$ cat config.mk
export PLATFORM = sky130hd
export DESIGN_NAME = bcd_cnt_disp
export DESIGN_NICKNAME = d
export VERILOG_FILES = /design/src/rtl/seg_pkg.sv /design/src/rtl/bcd2seg.sv /design/src/rtl/bcd_cnt_disp.sv
export SDC_FILE = /design/constraint.sdc
export NUM_CORES = 1
export LEC_CHECK = 0
export CORE_MARGIN = 1.5
export CORE_UTILIZATION = 55
export DETAILED_ROUTE_END_ITERATION = 12
export HOLD_SLACK_MARGIN = 0.15
export PLACE_DENSITY_LB_ADDON = 0.15
export SYNTH_ARGS = -nofsm -noshare
export SYNTH_HDL_FRONTEND = slang
export SYNTH_SLANG_ARGS = --single-unit
$ cat constraint.sdc
create_clock -name CLK -period 5.2 [get_ports CLK]
set_input_delay 1.3 -clock CLK [delete_from_list [all_inputs] [get_ports CLK]]
set_output_delay 1.3 -clock CLK [all_outputs]
set_load 0.01 [all_outputs]
$ cat src/rtl/seg_pkg.sv
// rtl/seg_pkg.sv - shared BCD digit width and seven-segment glyph constants
//
// Segment vectors are ordered {g,f,e,d,c,b,a} and are active-low:
// a 0 bit lights that segment.
package seg_pkg;

  localparam int BCD_W = 4;

  localparam logic [6:0] SEG_0     = 7'b1000000;
  localparam logic [6:0] SEG_1     = 7'b1111001;
  localparam logic [6:0] SEG_2     = 7'b0100100;
  localparam logic [6:0] SEG_3     = 7'b0110000;
  localparam logic [6:0] SEG_4     = 7'b0011001;
  localparam logic [6:0] SEG_5     = 7'b0010010;
  localparam logic [6:0] SEG_6     = 7'b0000010;
  localparam logic [6:0] SEG_7     = 7'b1111000;
  localparam logic [6:0] SEG_8     = 7'b0000000;
  localparam logic [6:0] SEG_9     = 7'b0010000;
  localparam logic [6:0] SEG_BLANK = 7'h7F;

endpackage

$ cat src/rtl/bcd2seg.sv
// rtl/bcd2seg.sv - combinational BCD digit to active-low seven-segment decoder
//
// Ports:
//   bcd_i  in   BCD_W  BCD digit 0..9
//   seg_o  out  7      segments {g..a}, active-low; codes 10..15 decode to blank
module bcd2seg
  import seg_pkg::*;
(
  input  logic [BCD_W-1:0] bcd_i,
  output logic [6:0]       seg_o
);

  always_comb begin
    case (bcd_i)
      4'd0:    seg_o = SEG_0;
      4'd1:    seg_o = SEG_1;
      4'd2:    seg_o = SEG_2;
      4'd3:    seg_o = SEG_3;
      4'd4:    seg_o = SEG_4;
      4'd5:    seg_o = SEG_5;
      4'd6:    seg_o = SEG_6;
      4'd7:    seg_o = SEG_7;
      4'd8:    seg_o = SEG_8;
      4'd9:    seg_o = SEG_9;
      default: seg_o = SEG_BLANK;
    endcase
  end

endmodule

$ cat src/rtl/bcd_cnt_disp.sv
// rtl/bcd_cnt_disp.sv - NDIG-digit BCD up/down counter with multiplexed 7-segment scan
//
// Parameters:
//   NDIG     number of BCD digits (1..8)
//   CE_DIV   CE_SCAN ticks per digit-scan step (1..255)
// Ports:
//   CLK      in   1          system clock
//   RST      in   1          asynchronous active-high reset
//   CE_SCAN  in   1          one-cycle scan-rate enable
//   BTN_INC  in   1          one-cycle increment pulse
//   BTN_DEC  in   1          one-cycle decrement pulse
//   BTN_CLR  in   1          one-cycle clear pulse (wins over INC/DEC)
//   SEG      out  7          registered segments {g..a}, active-low
//   AN       out  NDIG       registered one-hot active-low digit anodes
//   OVF      out  1          registered one-cycle wrap pulse
//   VALUE    out  4*NDIG     packed BCD count, digit 0 in [3:0]
// Build option:
//   BCD_CNT_DISP_LZB_EN  blank leading zero digits (digit 0 is never blanked)
module bcd_cnt_disp
  import seg_pkg::*;
#(
  parameter int NDIG   = 4,
  parameter int CE_DIV = 1
) (
  input  logic                  CLK,
  input  logic                  RST,
  input  logic                  CE_SCAN,
  input  logic                  BTN_INC,
  input  logic                  BTN_DEC,
  input  logic                  BTN_CLR,
  output logic [6:0]            SEG,
  output logic [NDIG-1:0]       AN,
  output logic                  OVF,
  output logic [BCD_W*NDIG-1:0] VALUE
);

  localparam int IW = (NDIG > 1) ? $clog2(NDIG) : 1;
  localparam int CW = BCD_W * NDIG;

  logic [CW-1:0]    count_q, count_d;
  logic [CW-1:0]    inc_val, dec_val;
  logic             inc_carry, dec_borrow;
  logic             ovf_q, ovf_d;

  logic [7:0]       presc_q, presc_d;
  logic             step;
  logic [IW-1:0]    idx_q, idx_d;
  logic [NDIG-1:0]  an_q, an_d;
  logic [6:0]       seg_q, seg_d;

  logic [BCD_W-1:0] cur_digit;
  logic [6:0]       glyph;
  logic             blank;

  // Ripple increment: each 9 rolls to 0 and passes the carry on; a carry
  // out of the top digit is the all-9s wrap.
  always_comb begin
    inc_val   = count_q;
    inc_carry = 1'b1;
    for (int i = 0; i < NDIG; i++) begin
      if (inc_carry) begin
        if (count_q[BCD_W*i +: BCD_W] == 4'd9) begin
          inc_val[BCD_W*i +: BCD_W] = 4'd0;
        end else begin
          inc_val[BCD_W*i +: BCD_W] = count_q[BCD_W*i +: BCD_W] + 4'd1;
          inc_carry = 1'b0;
        end
      end
    end
  end

  // Ripple decrement: each 0 rolls to 9 and passes the borrow on.
  always_comb begin
    dec_val    = count_q;
    dec_borrow = 1'b1;
    for (int i = 0; i < NDIG; i++) begin
      if (dec_borrow) begin
        if (count_q[BCD_W*i +: BCD_W] == 4'd0) begin
          dec_val[BCD_W*i +: BCD_W] = 4'd9;
        end else begin
          dec_val[BCD_W*i +: BCD_W] = count_q[BCD_W*i +: BCD_W] - 4'd1;
          dec_borrow = 1'b0;
        end
      end
    end
  end

  // Clear dominates; INC and DEC together cancel out.
  always_comb begin
    count_d = count_q;
    ovf_d   = 1'b0;
    if (BTN_CLR) begin
      count_d = '0;
    end else if (BTN_INC && !BTN_DEC) begin
      count_d = inc_val;
      ovf_d   = inc_carry;
    end else if (BTN_DEC && !BTN_INC) begin
      count_d = dec_val;
      ovf_d   = dec_borrow;
    end
  end

  always_comb begin
    step    = 1'b0;
    presc_d = presc_q;
    if (CE_SCAN) begin
      if (presc_q == 8'(CE_DIV - 1)) begin
        presc_d = '0;
        step    = 1'b1;
      end else begin
        presc_d = presc_q + 8'd1;
      end
    end
  end

  assign idx_d = (idx_q == IW'(NDIG - 1)) ? '0 : idx_q + IW'(1);

  // idx_q names the digit shown on the next step, so the first step after
  // reset lights digit 0.
  always_comb begin
    cur_digit = '0;
    blank     = 1'b0;
    for (int i = 0; i < NDIG; i++) begin
      if (idx_q == IW'(i)) begin
        cur_digit = count_q[BCD_W*i +: BCD_W];
      end
    end
`ifdef BCD_CNT_DISP_LZB_EN
    // A digit is a leading zero when it and every digit above it are zero.
    for (int i = 1; i < NDIG; i++) begin
      if (idx_q == IW'(i) && (count_q >> (BCD_W*i)) == '0) begin
        blank = 1'b1;
      end
    end
`endif
  end

  bcd2seg u_bcd2seg (
    .bcd_i (cur_digit),
    .seg_o (glyph)
  );

  assign seg_d = blank ? SEG_BLANK : glyph;
  assign an_d  = ~(NDIG'(1) << idx_q);

  always_ff @(posedge CLK or posedge RST) begin
    if (RST) begin
      count_q <= '0;
      ovf_q   <= 1'b0;
      presc_q <= '0;
      idx_q   <= '0;
      an_q    <= '1;
      seg_q   <= SEG_BLANK;
    end else begin
      count_q <= count_d;
      ovf_q   <= ovf_d;
      presc_q <= presc_d;
      if (step) begin
        idx_q <= idx_d;
        an_q  <= an_d;
        seg_q <= seg_d;
      end
    end
  end

  assign VALUE = count_q;
  assign OVF   = ovf_q;
  assign AN    = an_q;
  assign SEG   = seg_q;

endmodule

==> results of run 1 <==
==> cell families (layout without fill, tap and decap cells) <==
kind of cell / Yosys count / in the layout / synth area share [%]
AND/OR/NAND/NOR: 113 / 113 / 22.98
AO/OA/AOI/OAI: 85 / 85 / 22.28
flip-flops: 38 / 38 / 35.86
buffers and inverters: 34 / 62 / 6.047
adder cells (fa/ha/maj): 19 / 19 / 8.837
XOR/XNOR: 6 / 6 / 1.953
multiplexers: 5 / 5 / 2.046
==> through the flow <==
step / util, % / power (W)
finish: 66.04 / 0.001600
global route: 66.04 / 0.001745
CTS: 66.04 / 0.001609
detailed placement: 64.11 / 0.001397
global placement: 64.11 / 0.001374
floorplan: - / 0.001142
==> Yosys cell counts (all sizes together), types with 8 or more instances <==
cell type	n	area [um^2]
a211oi	8	70.06
dfrtp	27	675.7
nor2	19	71.32
nor3b	9	77.57
nand2	29	111.4
a21oi	20	100.1
dfstp	11	289.0
clkbuf	10	57.56
ha	19	237.7
o21ai	20	100.1
inv	19	71.32
nor3	9	45.04
nand3	16	80.08
==> worst reg2reg max path, stage by stage (launching register included) <==
cell and delay (ns):
dfrtp_1 0.42, ha_1 0.58, a211oi_1 0.13, a221oi_2 0.53, and2b_2 0.31, o22ai_1 0.16
o21ai_0 0.09
==> cells in the final DEF (no fill, tap or decap), drive strengths merged, types with 3 or more instances in the layout <==
master | Yosys | final
a211oi | 8 | 8
nor3b | 9 | 9
mux2 | 4 | 4
inv | 19 | 19
nand2 | 29 | 29
o21bai | 5 | 5
nand3 | 16 | 16
dfstp | 11 | 11
o31ai | 4 | 4
nand3b | 5 | 5
o21ai | 20 | 20
nor4 | 3 | 3
nor2 | 19 | 19
dfrtp | 27 | 27
clkbuf | 10 | 7
a221oi | 6 | 6
nor3 | 9 | 9
xnor2 | 6 | 6
and3 | 3 | 3
clkdlybuf4s50 | 0 | 33
nand2b | 6 | 6
a21oi | 20 | 20
o22ai | 3 | 3
a31oi | 5 | 5
ha | 19 | 19
o211ai | 3 | 3
nand4 | 3 | 3
==> per-layer routing <==
metal	up-vias	GRT usage [%]
met5	-	0
met4	0	5.660
met3	5	4.006
met2	49	38.94
met1	1082	30.04
li1	1144	-
==> state kept, by name, indices dropped and copies added (netlist names) <==
register  count
VALUE        16
presc_q       8
SEG           7
AN            4
idx_q         2
OVF           1
==> layout make-up <==
type | count | area [um^2] | share of cell area (%)
clock inverters | 1 | 5.005 | 0.1604
flip-flops and latches | 38 | 964.7 | 30.93
repair buffers | 35 | 345.3 | 11.07
clock buffers | 7 | 86.33 | 2.768
well taps | 67 | 83.83 | 2.688
inverters | 19 | 71.32 | 2.286
multi-input cells | 228 | 1563 | 50.10
==> how the worst min path moves through the flow <==
stage | from | end | slack (ns) | cells past startpoint
global route | AN[1] | AN[1] | 0.50 | 2
floorplan | presc_q[7] | presc_q[7] | 0.45 | 1
finish | SEG[5] | SEG[5] | 0.47 | 2
detailed placement | SEG[5] | SEG[5] | 0.46 | 2
CTS | SEG[5] | SEG[5] | 0.47 | 2
global placement | SEG[2] | SEG[2] | 0.45 | 2
==> power by group <==
| group | leakage, nW | internal [W] | switching, W | total (W) |
|---|---|---|---|---|
| Clock | 0.0482 | 0.000107 | 0.000101 | 0.000208 |
| Combinational | 0.734 | 0.000416 | 0.000451 | 0.000867 |
| Sequential | 0.471 | 0.000416 | 0.000109 | 0.000525 |
| Total | 1.25 | 0.000939 | 0.000661 | 0.00160 |
==> results.cfg, run 1 <==
[global_route]
antenna_found_initial = 0
grt_pass1_wl_um = 9528
grt.overflow.total = 0
track_usage_pct = 22.82
grt_pass1_vias = 2023
grt_max_degree = 39

[power]
cellLeakagePower_nw = 1.254
power.density_nw_per_um2 = 512.9
irDropWorstVdd_uv = 208.9

[setup_path]
path_cells = clkdlybuf4s50_1, nor2b_1, and3_1, nor3b_2, or2_2, o21ai_0
r2r_setup_slack_ns = 2.92
r2r-start = idx_q[0]
slowest_delay_ns = 0.54
crit_arrival_ns = 3.19
crit_slowest_cell = clkdlybuf4s50_1
reg2reg_depth = 6
path_buf_inv = 1
crit_fanout = 7
startpoint_type = input pin
worstSetupEndpoint = VALUE[10]
critPathCaptureType = flip-flop
cp_top_family = simple AND/OR/NAND/NOR gates
worst-path-stages = 6
worstSetupPathType = in -> reg
cp.required_ns = 5.40
worstSetupStartpoint = BTN_DEC
reg2reg_to = SEG[0]

[synth]
synth_edf_count = 0
syn-instance-count = 300
yosys_warnings = 0
async_flop_share_pct = 100.0
postSynthNetCount = 325
synth_cell_types = 54
synth_top_flop_cell = dfrtp_1
avgSynthCellArea_um2 = 8.967
synth_area_um2 = 2690
seq_area_frac_synth_pct = 35.86
ys_ff_latch = 38

[min_path]
worstHoldPathType = reg -> reg

[clocking]
cts_max_path_buffers = 2
cts_setup_buffers = 0
clock-root-buffer = clkbuf_8
cts_buffers = 5
worstSkewPairLatency_ns = 0.28
clkSinkCount = 38
clkTransAtPathRegs_ns = 0.07
h-tree-depth = 2
ctsHoldBuffers = 0
ctsResizeCount = 0
cts_tree = built

[route]
top_layer = met4
first_pass_iters = 4
wl_met2_um = 2696
wl_um = 5531
via_per_inst = 5.772
vias = 2280
wl_met3_um = 188
drcViolationCount = 0
ant_nets = 0
wl_per_cell_um = 14.00
wl_met1_um = 2594
drt_iter0_drc = 119

[final_layout]
final_layout_size_suffix_gt1_share_pct = 12.20
area_growth_pct = 15.95
antennaDiodeCount = 0
final_area_um2 = 3119
n_fill_cell = 408
layout.nets = 352
final_cells = 395

[die]
die-height_um = 72.94
coreArea_um2 = 4723
initial_core_util_pct = 56.95
rows = 25
pin_count = 34
dieArea_um2 = 5320
die_w_um = 72.94

[timing]
hold_ws_ns = 0.4696
finalCriticalPeriod_ns = 2.993
setup_slack_ns = 2.207
grt_setup_unrepaired = false
slew_viol_final = 0
timing.fmax_ghz = 0.3342
tns_ns = 0
fin_crit_sh_pct = 57.55
worst_slew_pin_slew_ns = 0.6498
max_slew_margin_pct = 56.54
fin_worst_skew_ns = 0.002640
setup_viol = 0
hold_violations = 0

[placed_design]
placed_cells = 387
post-dp-hpwl_um = 3986
place_area_um2 = 3028
dp_slack_ns = 1.927
place.gp.congestion = 0.8845
port_buffers = 33

[run]
max-cap-violations = 0

[status]
status = finished, final reports clean
(Power assumes the default switching activity.)
==> inputs of run 2 (changes only) <==
clock period = 3.1 ns   (was 5.2 ns; I/O delays follow)
==> results.cfg, run 2 (synthesized netlist as in run 1, its figures left out) <==
[clocking]
cts_setup_buffers = 0
cts_max_path_buffers = 2
clkTransAtPathRegs_ns = 0.08
clock-root-buffer = clkbuf_8
ctsHoldBuffers = 0
ctsResizeCount = 0
cts_buffers = 5
h-tree-depth = 2
clkSinkCount = 38
cts_tree = built
worstSkewPairLatency_ns = 0.30

[timing]
timing.fmax_ghz = 0.4103
fin_crit_sh_pct = 78.62
slew_viol_final = 0
hold_violations = 0
hold_ws_ns = 0.4655
grt_setup_unrepaired = false
tns_ns = 0
setup_viol = 0
worst_slew_pin_slew_ns = 0.6698
finalCriticalPeriod_ns = 2.437
fin_worst_skew_ns = 0.002802
max_slew_margin_pct = 55.35

[setup_path]
reg2reg_depth = 6
cp_top_family = simple AND/OR/NAND/NOR gates
path_buf_inv = 1
crit_slowest_cell = clkdlybuf4s50_1
critPathCaptureType = flip-flop
path_cells = clkdlybuf4s50_1, nor2b_1, and3_1, nor3b_2, or2_2, o21ai_0
slowest_delay_ns = 0.56
worstSetupPathType = in -> reg
crit_fanout = 7
startpoint_type = input pin
r2r-start = idx_q[0]
crit_arrival_ns = 2.66
cp.required_ns = 3.32
r2r_setup_slack_ns = 0.71
reg2reg_to = SEG[0]

[die]
dieArea_um2 = 5320
rows = 25
coreArea_um2 = 4723
pin_count = 34
die_w_um = 72.94
initial_core_util_pct = 56.95
die-height_um = 72.94

[final_layout]
antennaDiodeCount = 0
area_growth_pct = 18.14
final_common_cell = clkdlybuf4s50_1
final_layout_size_suffix_gt1_share_pct = 12.77
largest_reg_flops = 16
layout.nets = 353
layout_common_cells = clkdlybuf4s50_1, nand2_1, dfrtp_1

[placed_design]
place.gp.congestion = 0.8488
post-dp-hpwl_um = 3999
port_buffers = 33

[run]
max-cap-violations = 0

[global_route]
antenna_found_initial = 0
grt_max_degree = 39
grt_pass1_vias = 2120
track_usage_pct = 23.58
grt.overflow.total = 0
grt_pass1_wl_um = 9811

[route]
via_per_inst = 5.831
drt_iter0_drc = 133
first_pass_iters = 4
drcViolationCount = 0
wl_um = 5758
wl_per_cell_um = 14.54
ant_nets = 0
vias = 2309

[min_path]
min_to = SEG[1]
hold_path.startpoint = SEG[1]
hold_depth = 2
worstHoldPathType = reg -> reg

[power]
power.density_nw_per_um2 = 904.8
irDropWorstVdd_uv = 328.1
cellLeakagePower_nw = 1.282
total_power_w = 0.002876

[status]
status = finished, final reports clean
[run 2: cell types whose count changed in the layout (fill, tap and decap cells not counted)]
cell,delta
clkinv_2,-1
bufinv_16,+2
clkbuf_1,-1
buf_4,+1
[run 2: per-layer routing]
layer / GRT usage, % / up-vias / part of all wire [%]
li1: - / 1141 / -
met4: 8.386 / 0 / 2.0
met5: 0 / - / 0
met1: 30.78 / 1108 / 46
met3: 4.282 / 11 / 4.3
met2: 39.25 / 49 / 48
[run 2: worst max-delay path by stage]
stage / cells past startpoint / slack, ns / endpoint / from
finish: 6 / 0.66 / VALUE[10] / BTN_DEC
global route: 6 / 0.47 / SEG[0] / idx_q[0]
CTS: 6 / 0.68 / VALUE[10] / BTN_DEC
detailed placement: 6 / 0.38 / VALUE[10] / BTN_DEC
global placement: 6 / 0.46 / VALUE[10] / BTN_DEC
floorplan: 6 / 1.06 / VALUE[12] / VALUE[0]
[run 2: worst register-to-register path: stages (launching register included)]
cell,delay [ns]
dfrtp_1,0.44
ha_1,0.62
a211oi_1,0.14
a221oi_2,0.56
and2b_2,0.31
o22ai_1,0.16
o21ai_0,0.09
[run 2: cell type report]
type	instances	area (um^2)
Fill cell	408	1545
Tap cell	67	83.83
Inverter	19	71.32
Clock buffer	6	82.58
Multi-Input combinational cell	228	1563
Timing Repair Buffer	36	352.8
Sequential cell	38	964.7
Clock inverter	2	60.06
[run 2: power by group]
part           leakage (nW)  internal, W  switching [W]
clock                0.0714     0.000343       0.000182
combinational         0.739     0.000700       0.000769
sequential            0.471     0.000697       0.000184
total                  1.28      0.00174        0.00114
[run 2: stage by stage]
step / instances / worst slack [ns] / util [%] / area (um^2)
floorplan: 300 / 1.062 / - / 2690
global placement: 388 / 0.4569 / 64.26 / 3035
detailed placement: 388 / 0.3816 / 64.26 / 3035
CTS: 396 / 0.6753 / 67.28 / 3178
global route: 396 / 0.4748 / 67.28 / 3178
finish: 396 / 0.6628 / 67.28 / 3178
